--- src/rtl/instr_decode_stage_if.sv ---
// instr_decode_stage_if: fetch-side and execute-side handshake bundle of the decode stage
// master: environment (drives in_valid/instr/out_ready); slave: decode stage (drives in_ready and the record)
interface instr_decode_stage_if #(
  parameter int OPW  = 5,
  parameter int RW   = 4,
  parameter int IW   = OPW + RW,
  parameter int IMMW = 2 * RW
);
  logic            in_valid;
  logic            in_ready;
  logic [IW-1:0]   instr;
  logic            out_valid;
  logic            out_ready;
  logic [OPW-1:0]  op;
  logic [RW-1:0]   rsel;
  logic [IMMW-1:0] imm;
  logic            imm_valid;
  logic            is_mem;
  logic            is_branch;
  logic            is_func;
  logic            halted;
  modport master (
    output in_valid, instr, out_ready,
    input  in_ready, out_valid, op, rsel, imm, imm_valid, is_mem, is_branch, is_func, halted
  );
  modport slave (
    input  in_valid, instr, out_ready,
    output in_ready, out_valid, op, rsel, imm, imm_valid, is_mem, is_branch, is_func, halted
  );
endinterface

--- src/rtl/instr_decode_stage.sv ---
// instr_decode_stage: registered decode with lith/litl fusion, memory-latency stall and sticky halt
// ports: clk, reset (sync, active-high), bus (slave side of instr_decode_stage_if)
module instr_decode_stage #(
  parameter int OPW     = 5,
  parameter int RW      = 4,
  parameter int IW      = OPW + RW,
  parameter int IMMW    = 2 * RW,
  parameter int MEM_LAT = 2
) (
  input logic                 clk,
  input logic                 reset,
  instr_decode_stage_if.slave bus
);
  localparam logic [OPW-1:0] LITL = OPW'(0);
  localparam logic [OPW-1:0] LITH = OPW'(1);
  typedef enum logic [2:0] {IDLE, HI_PEND, FLUSH_HI, MEM_WAIT, HALT} state_t;
  typedef struct packed {
    logic [OPW-1:0]  op;
    logic [RW-1:0]   rsel;
    logic [IMMW-1:0] imm;
    logic            immv;
    logic            mem;
    logic            br;
    logic            fn;
  } rec_t;
  function automatic rec_t dec(input logic [IW-1:0] i);
    rec_t r;
    r.op   = i[IW-1:RW];
    r.rsel = i[RW-1:0];
    r.immv = r.op == LITL;
    r.imm  = r.immv ? IMMW'(r.rsel) : '0;
    r.mem  = r.op == OPW'(16) || r.op == OPW'(17);
    r.br   = r.op == OPW'(15) || (r.op >= OPW'(20) && r.op <= OPW'(23));
    r.fn   = r.op == OPW'(31);
    return r;
  endfunction
  function automatic state_t next_of(input rec_t r);
    return r.mem ? MEM_WAIT : (r.fn && (&r.rsel)) ? HALT : IDLE;
  endfunction
  state_t          state_q, state_d;
  logic            ov_q, ov_d;
  rec_t            rec_q, rec_d;
  logic [RW-1:0]   hi_q, hi_d;
  logic [IW-1:0]   hold_q, hold_d;
  logic [3:0]      cnt_q, cnt_d;
  logic            in_ready, in_fire, out_fire;
  rec_t            in_rec, hold_rec, lith_rec, fuse_rec;
  assign in_rec   = dec(bus.instr);
  assign hold_rec = dec(hold_q);
  assign lith_rec = '{op: LITH, rsel: hi_q, imm: IMMW'({hi_q, {RW{1'b0}}}), immv: 1'b1, default: '0};
  assign fuse_rec = '{op: LITL, rsel: bus.instr[RW-1:0], imm: IMMW'({hi_q, bus.instr[RW-1:0]}), immv: 1'b1, default: '0};
  assign in_ready = !reset && (state_q == IDLE || state_q == HI_PEND) && (!ov_q || bus.out_ready);
  assign in_fire  = bus.in_valid && in_ready;
  assign out_fire = ov_q && bus.out_ready;
  always_comb begin
    state_d = state_q;
    ov_d    = ov_q && !bus.out_ready;
    rec_d   = rec_q;
    hi_d    = hi_q;
    hold_d  = hold_q;
    cnt_d   = cnt_q;
    case (state_q)
      IDLE: if (in_fire) begin
        if (in_rec.op == LITH) begin
          hi_d    = in_rec.rsel;
          state_d = HI_PEND;
        end else begin
          ov_d    = 1'b1;
          rec_d   = in_rec;
          state_d = next_of(in_rec);
        end
      end
      HI_PEND: if (in_fire) begin
        if (in_rec.op == LITH) hi_d = in_rec.rsel;
        else begin
          ov_d    = 1'b1;
          rec_d   = in_rec.op == LITL ? fuse_rec : lith_rec;
          hold_d  = in_rec.op == LITL ? hold_q : bus.instr;
          hi_d    = '0;
          state_d = in_rec.op == LITL ? IDLE : FLUSH_HI;
        end
      end
      FLUSH_HI: if (out_fire) begin
        ov_d    = 1'b1;
        rec_d   = hold_rec;
        hold_d  = '0;
        state_d = next_of(hold_rec);
      end
      // the counter starts only once the memory record itself has been taken
      MEM_WAIT: if (ov_q) begin
        cnt_d   = bus.out_ready ? 4'(MEM_LAT) : cnt_q;
        state_d = (bus.out_ready && MEM_LAT == 0) ? IDLE : MEM_WAIT;
      end else begin
        cnt_d   = cnt_q - 4'd1;
        state_d = cnt_q <= 4'd1 ? IDLE : MEM_WAIT;
      end
      HALT: state_d = HALT;
      default: state_d = IDLE;
    endcase
  end
  always_ff @(posedge clk) begin
    if (reset) begin
      state_q <= IDLE;
      ov_q    <= 1'b0;
      rec_q   <= '0;
      hi_q    <= '0;
      hold_q  <= '0;
      cnt_q   <= '0;
    end else begin
      state_q <= state_d;
      ov_q    <= ov_d;
      rec_q   <= rec_d;
      hi_q    <= hi_d;
      hold_q  <= hold_d;
      cnt_q   <= cnt_d;
    end
  end
  assign bus.in_ready  = in_ready;
  assign bus.out_valid = ov_q;
  assign bus.op        = rec_q.op;
  assign bus.rsel      = rec_q.rsel;
  assign bus.imm       = rec_q.imm;
  assign bus.imm_valid = rec_q.immv;
  assign bus.is_mem    = rec_q.mem;
  assign bus.is_branch = rec_q.br;
  assign bus.is_func   = rec_q.fn;
  assign bus.halted    = state_q == HALT;
endmodule

--- src/flat_wrapper.sv ---
// flat-port wrapper written by rule: the top's interface ports become plain ports
module instr_decode_stage_flat 
#(
  parameter int OPW     = 5,
  parameter int RW      = 4,
  parameter int IW      = OPW + RW,
  parameter int IMMW    = 2 * RW,
  parameter int MEM_LAT = 2
)
  (clk, reset, bus_in_valid, bus_instr, bus_out_ready, bus_in_ready, bus_out_valid, bus_op, bus_rsel, bus_imm, bus_imm_valid, bus_is_mem, bus_is_branch, bus_is_func, bus_halted);
  instr_decode_stage_if #(.OPW(OPW), .RW(RW), .IW(IW), .IMMW(IMMW)) bus_i ();
  input logic clk;
  input logic reset;
  input wire logic [$bits(bus_i.in_valid)-1:0] bus_in_valid;
  input wire logic [$bits(bus_i.instr)-1:0] bus_instr;
  input wire logic [$bits(bus_i.out_ready)-1:0] bus_out_ready;
  output wire logic [$bits(bus_i.in_ready)-1:0] bus_in_ready;
  output wire logic [$bits(bus_i.out_valid)-1:0] bus_out_valid;
  output wire logic [$bits(bus_i.op)-1:0] bus_op;
  output wire logic [$bits(bus_i.rsel)-1:0] bus_rsel;
  output wire logic [$bits(bus_i.imm)-1:0] bus_imm;
  output wire logic [$bits(bus_i.imm_valid)-1:0] bus_imm_valid;
  output wire logic [$bits(bus_i.is_mem)-1:0] bus_is_mem;
  output wire logic [$bits(bus_i.is_branch)-1:0] bus_is_branch;
  output wire logic [$bits(bus_i.is_func)-1:0] bus_is_func;
  output wire logic [$bits(bus_i.halted)-1:0] bus_halted;
  assign bus_i.in_valid = bus_in_valid;
  assign bus_i.instr = bus_instr;
  assign bus_i.out_ready = bus_out_ready;
  assign bus_in_ready = bus_i.in_ready;
  assign bus_out_valid = bus_i.out_valid;
  assign bus_op = bus_i.op;
  assign bus_rsel = bus_i.rsel;
  assign bus_imm = bus_i.imm;
  assign bus_imm_valid = bus_i.imm_valid;
  assign bus_is_mem = bus_i.is_mem;
  assign bus_is_branch = bus_i.is_branch;
  assign bus_is_func = bus_i.is_func;
  assign bus_halted = bus_i.halted;
  instr_decode_stage #(.OPW(OPW), .RW(RW), .IW(IW), .IMMW(IMMW), .MEM_LAT(MEM_LAT)) u_core (.clk(clk), .reset(reset), .bus(bus_i));
endmodule
--- config.mk ---
export PLATFORM = sky130hd
export DESIGN_NAME = instr_decode_stage_flat
export DESIGN_NICKNAME = d
export VERILOG_FILES = /design/src/rtl/instr_decode_stage_if.sv /design/src/rtl/instr_decode_stage.sv /design/src/flat_wrapper.sv
export SDC_FILE = /design/constraint.sdc
export NUM_CORES = 1
export LEC_CHECK = 0
export BUFFER_PORTS_ARGS = -buffer_cell sky130_fd_sc_hd__buf_2
export CAP_MARGIN = 20
export CORE_MARGIN = 3
export CORE_UTILIZATION = 59
export DETAILED_ROUTE_END_ITERATION = 6
export PLACE_DENSITY = 0.93
export SYNTH_ARGS = -nofsm -noshare
export SYNTH_HDL_FRONTEND = slang
export SYNTH_SLANG_ARGS = --single-unit
--- constraint.sdc ---
create_clock -name clk -period 3.65 [get_ports clk]
set_input_delay 0.9125 -clock clk [delete_from_list [all_inputs] [get_ports clk]]
set_output_delay 0.9125 -clock clk [all_outputs]
set_load 0.05 [all_outputs]
=== Yosys cells after proc, flatten, opt, wreduce, memory -nomap -nowiden ===
Cells that the tools add are included.

* Memory bits (writable): 0
* Memory bits (read-only): 0
* Input port bits: 13
* Flip-flop bits (word level): 42
* Bits in latches: 0
* Memories kept: 0

* Shift-type cells: 0
* $mul: 0
* Bitwise operators: 0
* Equality and inequality tests: 21
* Divide/modulo/power cells: 0
* Reductions and logical operators: 32
* Add/sub/neg operators: 1
* Mux-type cells: 38
* Magnitude comparators: 5

{| class="wikitable"
|+ Operators by type and width
! kind !! number
|-
| 21-bit two-way mux || 5
|-
| 21-bit case mux with 3 select lines || 1
|-
| 9-bit two-way mux || 4
|-
| 4-bit two-way mux || 8
|-
| 5-bit == test, second input constant || 6
|-
| 3-bit two-way mux || 10
|-
| 9-bit case mux with 2 select lines || 1
|-
| 17-bit two-way mux || 1
|-
| 4-bit AND reduction || 4
|-
| 3-bit case mux with 5 select lines || 1
|-
| 5-bit by 4-bit == test with 1-bit output, second input constant || 2
|-
| 5-bit >= comparator, second input constant || 2
|-
| 5-bit <= comparator, second input constant || 2
|-
| 5-bit zero test || 2
|-
| 2-bit != test, second input constant || 5
|-
| 1-bit logical AND || 9
|-
| 4-bit case mux with 2 select lines || 1
|-
| 3-bit by 2-bit == test with 1-bit output, second input constant || 2
|-
| 1-bit logical OR || 6
|-
| 2-bit by 1-bit != test with 1-bit output, second input constant || 3
|-
| 6-bit AND reduction || 1
|-
| 5-bit by 1-bit == test with 1-bit output, second input constant || 1
|-
| 5-bit AND reduction || 1
|-
| 4-bit by 1-bit <= comparator with 1-bit output, second input constant || 1
|-
| other kinds (12) || 18
|}

=== Depth between registers and ports, before layout ===
* Depth in word-level cells: 7
* Gate-level depth with buffers: 8

=== Least setup slack after synthesis ===
Ideal clock, no wire load.

* Path kind: input port to output port
* From: input reset
* To: output bus_in_ready
* Data arrival time: 1.952 ns
* Required time: 2.738 ns
* Cell stages on the path: 3
* Path slack: 0.786 ns
* Cell sequence: clkbuf_1 > clkbuf_1 > nor2_1

* Cells in the longest elaborated chain, start to end: 3

{| class="wikitable"
|+ Ends and longest elaborated chain
! item !! line !! RTL
|-
| start: declaration || flat_wrapper.sv:13 || <nowiki>input logic reset;</nowiki>
|-
| 1-bit zero test || instr_decode_stage.sv:52 || <nowiki>assign in_ready = !reset && (state_q == IDLE || state_q == HI_PEND) && (!ov_q || bus.out_ready);</nowiki>
|-
| 1-bit logical AND (2 in a row) || instr_decode_stage.sv:52 ||
|-
| end: declaration || flat_wrapper.sv:17 || <nowiki>output wire logic [$bits(bus_i.in_ready)-1:0] bus_in_ready;</nowiki>
|}

No other way between the ends.

=== Worst setup path in the final report ===
Same ends and word-level chain as after synthesis.

==> summary.txt <==
Timing
  – Final setup fails: 0
  – Final Skew: 0.0136 ns
  – Tightest Pin Transition: 0.669 ns
  – Final Max Slew Viols: 0
  – Final setup TNS: 0 ns
  – Final hold vios: 0
  – Fin crit share: 73.4%
  – Worst setup margin: 0.970 ns
  – Fmax: 0.373 GHz
  – RSZ-0062 raised after global routing: false
  – Fin crit period: 2.68 ns
  – Fin Hold WS: 0.460 ns
  – Slew margin rel.: 55.4%

Drt
  – DRT Pass-1 Iters: 5
  – Via/cell ratio: 6.38
  – Initial drt markers: 283
  – Avg WL per Cell: 16.1 um
  – Vias: 2,036
  – DRC Markers: 0
  – Antenna-violating nets left: 0
  – DRT Wirelength: 5150 um

Global routing
  – Vias in the first global route: 1,907
  – First-pass GRT wire length: 8650 um
  – Routing usage on met1: 33.0%
  – Initial antenna violation count: 0
  – Global-route usage over all layers: 26.0%
  – Largest net degree at the start of global routing: 37
  – Total gr overflow: 0
  – M2 GR Usage: 41.5%
  – Most Crowded Layer GR: met2
  – GR Layer Usage met3: 7.28%

Setup path
  – Critical path class: input pin to output pin
  – Worst EP arrival: 1.77 ns
  – Worst Setup Start Kind: input pin
  – Worst R2R Start: u_core.state_q[1]$_SDFFE_PP0P_
  – Max FO, Critical Path: 36
  – Worst Setup SP: reset
  – Critical path capture point type: output pin
  – Req. time, crit path: 2.74 ns

Final layout
  – Most common cell after layout, fill and taps aside: dfxtp_1
  – Commonest non-fill, non-tap cells in the layout: dfxtp_1, buf_2, nor2_1
  – Post-route cell area: 0.00229 sq mm
  – Non-Filler Instances: 319
  – Final Util: 72.2%
  – Area growth syn-to-layout: 11.8%
  – N_diodes: 0
  – Nets: 289
  – Layout cells sized above 1: 18.9%

Worst hold path
  – Hold Crit Class: flop to flop
  – Worst hold path startpoint: u_core.bus.imm[5]$_SDFFE_PP0P_

Floorplanning
  – Rows: 20
  – Initial Utilization: 64.5%
  – Die width: 65.0 um
  – Die area: 0.00422 sq mm
  – Core Box Area: 0.00318 sq mm
  – Die H: 65.0 um
  – # IOs: 37

Power and ir drop
  – Leak: 0.891 nW
  – PwrDens: 449 mW/mm^2
  – Flop pwr share: 49.1%
  – Total Power: 1.03 mW
  – Sw Share: 32.6%
  – Logic pwr share: 22.3%
  – VDD IR-drop max: 454 uV
  – Clock Power Share: 28.5%
  – Switching pwr: 0.336 mW
  – Int Pwr: 0.693 mW

CTS
  – Number of CTS-inserted buffers: 5
  – CTS sink count: 42
  – Later-pin clock latency in the skew report: 0.36 ns
  – Clock root buffer master: clkbuf_4
  – Post-CTS Hold Fix Bufs: 0
  – Post-cts sizing count: 0
  – TritonCTS clock tree: done
  – Clk pin slew, worst setup/hold paths: 0.11 ns
  – CTS HTree Levels: 2
  – Setup Buffers After CTS: 0
  – CTS Buffer Depth: 2

Synthesis
  – Part of the Yosys area used for sequential elements: 41.0%
  – YS warnings: 0
  – Post-synth top flop: dfxtp_1
  – Async SR Flop Fraction: 0%
  – Area contributors post-synth: dfxtp_1, nor2_1, a221oi_1
  – Avg Inst Size Synth: 8.34 sq um
  – Unique masters post-synth: 42
  – Count of flip-flops with a built-in enable after synthesis: 0
  – Cell Area, Synth: 0.00205 sq mm
  – Synth top area share: 41.0%
  – Syn_nets: 261
  – Seq cells post-synth: 42
  – Yosys top cell by area: dfxtp_1
  – Cell count after synthesis: 246

Place
  – IO buf count: 36
  – Placed cell count: 311
  – Placer Congestion: 0.879
  – DP HPWL: 3650 um
  – Placed cell area: 0.00222 sq mm
  – Worst slack at placement: 0.772 ns

Status
  – Status: finished, final reports clean

Run
  – Max Cap Viol: 0
-- critical path, cell delays in order --
cell and delay (ns):
buf_2 0.50, nor2_1 0.11, buf_2 0.24
-- metal layers --
| metal | up-vias | routed length, um | part of all wire (%) |
|---|---|---|---|
| met3 | 10 | 493 | 9.6 |
| li1 | 971 | - | - |
| met5 | - | 0 | 0 |
| met2 | 117 | 2480 | 48 |
| met1 | 938 | 2110 | 41 |
| met4 | 0 | 63 | 1.2 |
-- sequential cells by signal, summed over array words and instances, names as in the netlist --
signal,count
u_core.bus.imm,8
u_core.bus.rsel,4
u_core.bus.is_branch,1
u_core.hold_q,9
u_core.bus.is_mem,1
u_core.bus.imm_valid,1
u_core.hi_q,4
u_core.bus.is_func,1
u_core.state_q,3
u_core.bus.out_valid,1
u_core.bus.op,5
u_core.cnt_q,4
-- synthesized netlist by cell type (all sizes together), types with 6 or more instances --
| library cell | count |
|---|---|
| dfxtp | 42 |
| clkbuf | 9 |
| buf | 8 |
| o21ai | 6 |
| a221oi | 12 |
| a211oi | 6 |
| nand3 | 15 |
| nand2b | 8 |
| nor3 | 17 |
| a21oi | 21 |
| nor2 | 32 |
| a22o | 9 |
| nand2 | 14 |
-- path summary, 6_finish.rpt --
kind,to,slack (ns),depth (start not counted)
setup / recovery,bus_in_ready,0.97,3
hold / removal,u_core.bus.imm[5]$_SDFFE_PP0P_,0.46,2
setup reg to reg,u_core.bus.rsel[1]$_SDFFE_PP0P_,1.30,5
hold reg to reg,u_core.bus.imm[5]$_SDFFE_PP0P_,0.46,2
-- logic make-up (layout without fill, tap and decap cells) --
kind of cell / after synthesis / count (layout) / share of synthesized area [%]
flops: 42 / 42 / 41.0
buf+inv: 21 / 50 / 4.76
compound gates: 68 / 68 / 23.5
simple gates: 111 / 111 / 28.6
fa+ha+maj: 2 / 2 / 1.22
mux: 2 / 2 / 0.976
-- power by group through the flow --
stage | clock network (mW) | logic [mW] | registers (mW)
floorplan | 0 | 0.114 | 0.576
global placement | 0 | 0.223 | 0.515
detailed placement | 0 | 0.227 | 0.516
CTS | 0.296 | 0.228 | 0.505
global route | 0.317 | 0.247 | 0.509
finish | 0.293 | 0.230 | 0.506
-- layout make-up --
| type | count | area (sq um) |
|---|---|---|
| clock buffers | 7 | 45.0 |
| clock inverters | 1 | 30.0 |
| fillers | 252 | 885 |
| inverters | 4 | 15.0 |
| multi-input cells | 183 | 1110 |
| flip-flops and latches | 42 | 841 |
| well taps | 44 | 55.1 |
| repair buffers | 38 | 195 |
No activity file was read; power rests on OpenSTA's default activity.
